`src/rtl/hilo_pkg.sv`:
```
// Shared definitions for the HI/LO controller: op codes, state encoding, divider sizing.
package hilo_pkg;

    localparam int unsigned XLEN     = 32;
    localparam int unsigned DIV_ITER = 32;
    localparam int unsigned CNT_W    = 5;

    localparam logic [2:0] OP_MULT  = 3'd0;
    localparam logic [2:0] OP_MULTU = 3'd1;
    localparam logic [2:0] OP_DIV   = 3'd2;
    localparam logic [2:0] OP_DIVU  = 3'd3;
    localparam logic [2:0] OP_MTHI  = 3'd4;
    localparam logic [2:0] OP_MTLO  = 3'd5;

    localparam logic [1:0] ST_IDLE = 2'd0;
    localparam logic [1:0] ST_RUN  = 2'd1;
    localparam logic [1:0] ST_DONE = 2'd2;

    typedef struct packed {
        logic [XLEN-1:0] hi;
        logic [XLEN-1:0] lo;
    } hilo_t;

    function automatic logic is_div(input logic [2:0] op);
        return (op == OP_DIV) || (op == OP_DIVU);
    endfunction

endpackage

```
`src/rtl/div_step.sv`:
```
// One restoring-division iteration: shift in a dividend bit, trial subtract, pick quotient bit.
// Only compiled when HILO_DIV_EN is defined, since nothing else instantiates it.
`ifdef HILO_DIV_EN
module div_step
    import hilo_pkg::*;
(
    input  logic [XLEN-1:0] rem,
    input  logic            dvd_bit,
    input  logic [XLEN-1:0] dvs,
    output logic [XLEN-1:0] rem_nxt_c,
    output logic            q_bit_c
);

    logic [XLEN:0] shifted;
    logic [XLEN:0] trial;

    // Trial subtract in XLEN+1 bits so the borrow is the sign bit.
    always_comb begin
        shifted   = {rem, dvd_bit};
        trial     = shifted - {1'b0, dvs};
        q_bit_c   = ~trial[XLEN];
        rem_nxt_c = q_bit_c ? trial[XLEN-1:0] : shifted[XLEN-1:0];
    end

endmodule
`endif

```
`src/rtl/hilo_ctrl.sv`:
```
// HI/LO register controller: single-cycle MULT/MULTU/MTHI/MTLO, multi-cycle DIV/DIVU.
// Macro HILO_DIV_EN enables the iterative divider; without it DIV/DIVU are no-ops.
module hilo_ctrl
    import hilo_pkg::*;
(
    input  logic            clk,
    input  logic            resetn,
    input  logic            start,
    input  logic [2:0]      op,
    input  logic [XLEN-1:0] a,
    input  logic [XLEN-1:0] b,
    input  logic            flush,
    output logic            stall,
    output logic            busy,
    output logic [XLEN-1:0] hi,
    output logic [XLEN-1:0] lo
);

    logic              acc_c;
    logic              idle_c;
    logic              mul_sgn_c;
    logic [2*XLEN-1:0] a_ext_c;
    logic [2*XLEN-1:0] b_ext_c;
    logic [2*XLEN-1:0] prod_c;
    logic              div_wr_c;
    hilo_t             div_res_c;

    assign acc_c     = start & ~flush;
    assign mul_sgn_c = (op == OP_MULT);
    assign a_ext_c   = {{XLEN{mul_sgn_c & a[XLEN-1]}}, a};
    assign b_ext_c   = {{XLEN{mul_sgn_c & b[XLEN-1]}}, b};
    assign prod_c    = a_ext_c * b_ext_c;

`ifdef HILO_DIV_EN
    logic [1:0]      state;
    logic [1:0]      state_nxt;
    logic [CNT_W-1:0] cnt;
    logic [XLEN-1:0] rem;
    logic [XLEN-1:0] quo;
    logic [XLEN-1:0] dvs;
    logic            q_neg;
    logic            r_neg;
    logic            dz;
    logic            sdiv_c;
    logic            div_acc_c;
    logic [XLEN-1:0] a_mag_c;
    logic [XLEN-1:0] b_mag_c;
    logic [XLEN-1:0] rem_nxt_c;
    logic [XLEN-1:0] quo_fin_c;
    logic            q_bit_c;

    assign idle_c    = (state == ST_IDLE);
    assign sdiv_c    = (op == OP_DIV);
    assign div_acc_c = idle_c & acc_c & is_div(op);
    assign a_mag_c   = (sdiv_c & a[XLEN-1]) ? -a : a;
    assign b_mag_c   = (sdiv_c & b[XLEN-1]) ? -b : b;

    div_step u_step (
        .rem       (rem),
        .dvd_bit   (quo[XLEN-1]),
        .dvs       (dvs),
        .rem_nxt_c (rem_nxt_c),
        .q_bit_c   (q_bit_c)
    );

    assign quo_fin_c = {quo[XLEN-2:0], q_bit_c};
    assign div_wr_c  = (state == ST_RUN) & ~flush & (cnt == '0);

    // Sign-correct the final iteration; a zero divisor forces an all-ones quotient.
    always_comb begin
        div_res_c    = '0;
        div_res_c.hi = r_neg ? -rem_nxt_c : rem_nxt_c;
        div_res_c.lo = dz ? '1 : (q_neg ? -quo_fin_c : quo_fin_c);
    end

    // State register.
    always_ff @(posedge clk or negedge resetn) begin
        if (!resetn) state <= ST_IDLE;
        else         state <= state_nxt;
    end

    // Next-state: flush aborts a running divide; DONE always lasts one cycle.
    always_comb begin
        state_nxt = state;
        case (state)
            ST_IDLE: if (div_acc_c) state_nxt = ST_RUN;
            ST_RUN: begin
                if (flush)           state_nxt = ST_IDLE;
                else if (cnt == '0)  state_nxt = ST_DONE;
            end
            ST_DONE: state_nxt = ST_IDLE;
            default: state_nxt = ST_IDLE;
        endcase
    end

    // Divider datapath: latch magnitudes on accept, one quotient bit per RUN cycle.
    always_ff @(posedge clk or negedge resetn) begin
        if (!resetn) begin
            cnt   <= '0;
            rem   <= '0;
            quo   <= '0;
            dvs   <= '0;
            q_neg <= 1'b0;
            r_neg <= 1'b0;
            dz    <= 1'b0;
        end else if (div_acc_c) begin
            cnt   <= CNT_W'(DIV_ITER - 1);
            rem   <= '0;
            quo   <= a_mag_c;
            dvs   <= b_mag_c;
            q_neg <= sdiv_c & (a[XLEN-1] ^ b[XLEN-1]);
            r_neg <= sdiv_c & a[XLEN-1];
            dz    <= (b == '0);
        end else if (state == ST_RUN) begin
            rem <= rem_nxt_c;
            quo <= quo_fin_c;
            cnt <= (cnt == '0) ? '0 : cnt - CNT_W'(1);
        end
    end

    assign stall = div_acc_c | (state == ST_RUN);
    assign busy  = (state != ST_IDLE);
`else
    assign idle_c    = 1'b1;
    assign div_wr_c  = 1'b0;
    assign div_res_c = '0;
    assign stall     = 1'b0;
    assign busy      = 1'b0;
`endif

    // Architectural HI/LO: divide completion or a single-cycle op accepted in IDLE.
    always_ff @(posedge clk or negedge resetn) begin
        if (!resetn) begin
            hi <= '0;
            lo <= '0;
        end else if (div_wr_c) begin
            hi <= div_res_c.hi;
            lo <= div_res_c.lo;
        end else if (idle_c & acc_c) begin
            case (op)
                OP_MTHI:          hi <= a;
                OP_MTLO:          lo <= a;
                OP_MULT, OP_MULTU: {hi, lo} <= prod_c;
                default: ;
            endcase
        end
    end

endmodule

```
`config.mk`:
```
export PLATFORM = sky130hd
export DESIGN_NAME = hilo_ctrl
export DESIGN_NICKNAME = d
export VERILOG_FILES = /design/src/rtl/hilo_pkg.sv /design/src/rtl/div_step.sv /design/src/rtl/hilo_ctrl.sv
export SDC_FILE = /design/constraint.sdc
export NUM_CORES = 2
export LEC_CHECK = 0
export BUFFER_PORTS_ARGS = -buffer_cell sky130_fd_sc_hd__buf_2
export CAP_MARGIN = 5
export CORE_AREA = 2 2 345 347
export CTS_CLUSTER_SIZE = 25
export DETAILED_ROUTE_END_ITERATION = 12
export DIE_AREA = 0 0 347 349
export GPL_TIMING_DRIVEN = 0
export HOLD_SLACK_MARGIN = 0.12
export PLACE_DENSITY = 0.57
export RECOVER_POWER = 50
export SYNTH_ARGS = -nofsm -noshare
export SYNTH_HDL_FRONTEND = slang
export SYNTH_SLANG_ARGS = --single-unit
```
`constraint.sdc`:
```
create_clock -name clk -period 0.8 [get_ports clk]
set_clock_uncertainty 0.05 [all_clocks]
set_input_delay 0.16 -clock clk [delete_from_list [all_inputs] [get_ports clk]]
set_output_delay 0.16 -clock clk [all_outputs]
set_load 0.05 [all_outputs]
```
==> metrics.md <==
| Metric | Value |
|---|---|
| Status | finished with violations |
| Failing checks | hold timing, setup timing |
| WP data required | 1.02 ns |
| R2R Path End | hi[7] |
| Critical path class | in -> reg |
| Post-layout min period | 8.07 ns |
| Post-route setup TNS | -375.61 ns |
| Row Count | 126 |
| GR Overflow Total | 0 |
| Vias in the first global route | 35512 |
| DR WL/cell | 24.9 um |
| Post-DRT Antenna Nets | 0 |
| Placed insts | 6194 |
| Final-stage net count | 6270 |
| Ys flop type | dfrtp_1 |
| R2R depth | 3 |
| Clock latency at the later pin of the worst-skew pair | 0.34 ns |
| Routed vias/inst | 5.12 |
| Max clock buf depth | 2 |
| Final hold slack | -0.0596 ns |
| Fin worst setup slack | -7.27 ns |
| CTS root buffer | clkbuf_16 |
| Largest net degree at the start of global routing | 65 |
| P&R area growth vs syn | 27.0% |
| FF+latch area | 1680 um^2 |
| Port-buffer cells | 109 |
| Post-placement cell area | 45000 um^2 |
| HPWL Detailed | 131 mm |
| Final-report hold violation count | 64 |
| Initial DRT Pass Iterations | 6 |
| Die Wd | 347 um |
| Fmax | 124 MHz |
| Initial DRC Count | 2697 |
| Netlist Area Pre-Place | 40900 um^2 |
| Reg-to-Reg Start | hi[7] |
| Most frequent CP cell | fa_1 |
| Post-synthesis register bit count | 64 |
| Crit path max fanout | 10 |
| Core ar. | 117000 um^2 |
| EDFF count, synth | 0 |
| CP startpoint | b[31] |
| Vias | 32791 |
| Reg clk slew, reported paths | 0.06 ns |
| WP data arrival | 8.29 ns |
| Synth Instances | 4547 |
| DIE AREA | 121000 um^2 |
| Final GP Congestion | 0.986 |
| RSZ-0062 raised after global routing | yes |
| Post-route design area | 51900 um^2 |
| Worst-Margin Slew | 0.919 ns |
| Initial Util | 34.8% |
| Synthesized area per cell | 8.99 um^2 |
| Slew margin rel. | 38.8% |
| Drt total wl | 160 mm |
| Initial antenna violation count | 17 |
| Gr usage total | 26.8% |
| Hold Crit Class | in -> async |
| Crit path depth | 26 |
| First-pass GRT wire length | 234 mm |
| Final setup viols | 128 |
| Core Util, Final | 44.2% |
| Sequential element share of the synthesized area | 3.92% |
| Synth warn | 0 |
| Clock Sinks | 64 |
| Share of layout cells above drive strength 1 | 22.4% |
| FILL cells | 11351 |
| Cts bufs inserted | 9 |
| H-tree levels | 3 |
| Worst Setup EP | hi[31] |
| Async set or reset register ratio after synthesis | 100% |
| Worst Path Buf+Inv | 6 |
| Startpoint types | input pin |
| Slew Limit Fails | 0 |
| CP peak stage delay | 0.63 ns |
| Boundary pin count | 137 |
| Synth cell types | 67 |
| Final Non-Filler Cells | 6410 |
| Number of max-cap violations | 0 |
| CP endpoint kind | register |
| Die Y-Extent | 349 um |
| TritonCTS clock tree | done |
| Crit path max-delay family | adder cells |
| Residual DRC | 0 |
| Multi-input logic area | 36700 um^2 |
| Final Cycle Share | 1010% |
| Slowest cell on crit path | clkbuf_1 |
| Reg2Reg Setup Slack | -0.15 ns |
## area by class of cell
| type | instances | area share, % |
|---|---|---|
| repair buffers | 317 | 6.24 |
| well taps | 1536 | 3.70 |
| multi-input cells | 3064 | 70.7 |
| plain buffers | 259 | 7.22 |
| inverters | 1147 | 8.33 |
| flip-flops and latches | 64 | 3.24 |
| clock buffers | 9 | 0.434 |
| clock inverters | 7 | 0.140 |
| diodes | 7 | 0.0338 |
## cell usage after synthesis (all sizes together), types with 2 or more instances
master | n | area share, %
inv | 1147 | 11
fa | 1125 | 55
nand2 | 848 | 7.8
and2 | 298 | 4.6
clkbuf | 255 | 2.3
ha | 212 | 6.5
a21oi | 108 | 1.4
nor2 | 81 | 0.74
o21ai | 81 | 1.0
dfrtp | 64 | 3.9
xnor2 | 47 | 1.0
a21o | 43 | 0.79
and3 | 32 | 0.49
xor2 | 26 | 0.56
buf | 18 | 0.22
nand3 | 18 | 0.22
nand4 | 16 | 0.24
a31oi | 14 | 0.21
nor3 | 12 | 0.16
o21bai | 9 | 0.17
or2 | 9 | 0.14
or3 | 8 | 0.12
o221ai | 6 | 0.13
a211oi | 5 | 0.10
a221oi | 5 | 0.14
a41oi | 5 | 0.14
nor2b | 5 | 0.077
o21a | 5 | 0.092
a221o | 4 | 0.098
mux2i | 4 | 0.098
nand2b | 4 | 0.061
o31ai | 4 | 0.15
a21boi | 3 | 0.055
a31o | 3 | 0.11
a211o | 2 | 0.043
a22oi | 2 | 0.049
a2bb2oi | 2 | 0.043
and4 | 2 | 0.043
mux2 | 2 | 0.055
nor4 | 2 | 0.031
o211ai | 2 | 0.049
## worst min path at each step
stage / end / slack [ns] / depth (start not counted)
after floorplan: hi[0] / -0.19 / 0
after global placement: hi[13] / 0.42 / 2
after CTS: hi[9] / -0.09 / 1
after detailed placement: lo[29] / 0.27 / 1
final: hi[9] / -0.06 / 1
after global routing: hi[9] / 0.01 / 1
## flip-flops by register name (all words and copies together) (netlist names)
register	count
lo	32
hi	32
## placed cells by master, fill, tap and decap left out, types with 13 or more instances in the layout
master,instances
nand3_1,14
clkbuf_4,23
buf_12,17
inv_2,64
o21ai_1,46
and2_1,260
o21ai_0,14
clkbuf_8,58
clkbuf_1,49
nand2_2,18
and3_1,26
buf_6,131
buf_4,144
buf_8,26
ha_1,135
clkbuf_16,101
inv_1,1077
xor2_1,15
nand2_1,821
fa_2,72
ha_4,77
a21oi_2,30
xnor2_1,29
a21o_1,42
a21oi_4,25
and2_4,37
fa_1,1053
nor2_1,67
o21ai_2,14
nand4_1,16
a21oi_1,53
dfrtp_2,63
clkbuf_2,19
xnor2_2,13
## cells by family (layout without fill, tap and decap cells)
| family | count (synthesis) | in the layout | share of synthesized area, % |
|---|---|---|---|
| flops | 64 | 64 | 3.92 |
| compound gates | 310 | 310 | 4.93 |
| xor+xnor | 73 | 73 | 1.56 |
| fa+ha+maj | 1337 | 1337 | 61.6 |
| simple gates | 1336 | 1336 | 14.7 |
| other cells | 1 | 9 | 0.00918 |
| buf+inv | 1420 | 1739 | 13.1 |
| mux | 6 | 6 | 0.153 |
## timing repair
item | CTS | global route
resized for setup | 950 | 224
hold endpoints to repair | 66 | 64
setup buffers | 153 | 58
setup endpoints to repair | 128 | 128
cloned | 7 | 0
pin swaps | 277 | 205
## stage by stage
step / hold WS [ns] / setup slack [ns]
after floorplan: -0.186 / -6.96
after global placement: 0.422 / -8.71
after detailed placement: 0.266 / -8.68
after CTS: -0.0877 / -7.30
after global routing: 0.0123 / -7.45
final: -0.0596 / -7.27
## worst register-to-register path, delay by kind of cell, from the launching register on
kind / cells / cell delay [ns]
AOI/OAI and AO/OA: 2 / 0.20
buffers and inverters: 1 / 0.14
DFF: 1 / 0.41
## metal layers
layer,vias up,global-route usage [%],part of all wire (%)
met1,17391,33.5,37
li1,13677,-,-
met5,-,0,0.034
met4,8,13.4,6.6
met2,1391,43.8,46
met3,324,5.90,9.6
Power is not shown: default switching activity piles up to over one toggle a cycle in this logic, so the estimate is an artifact.
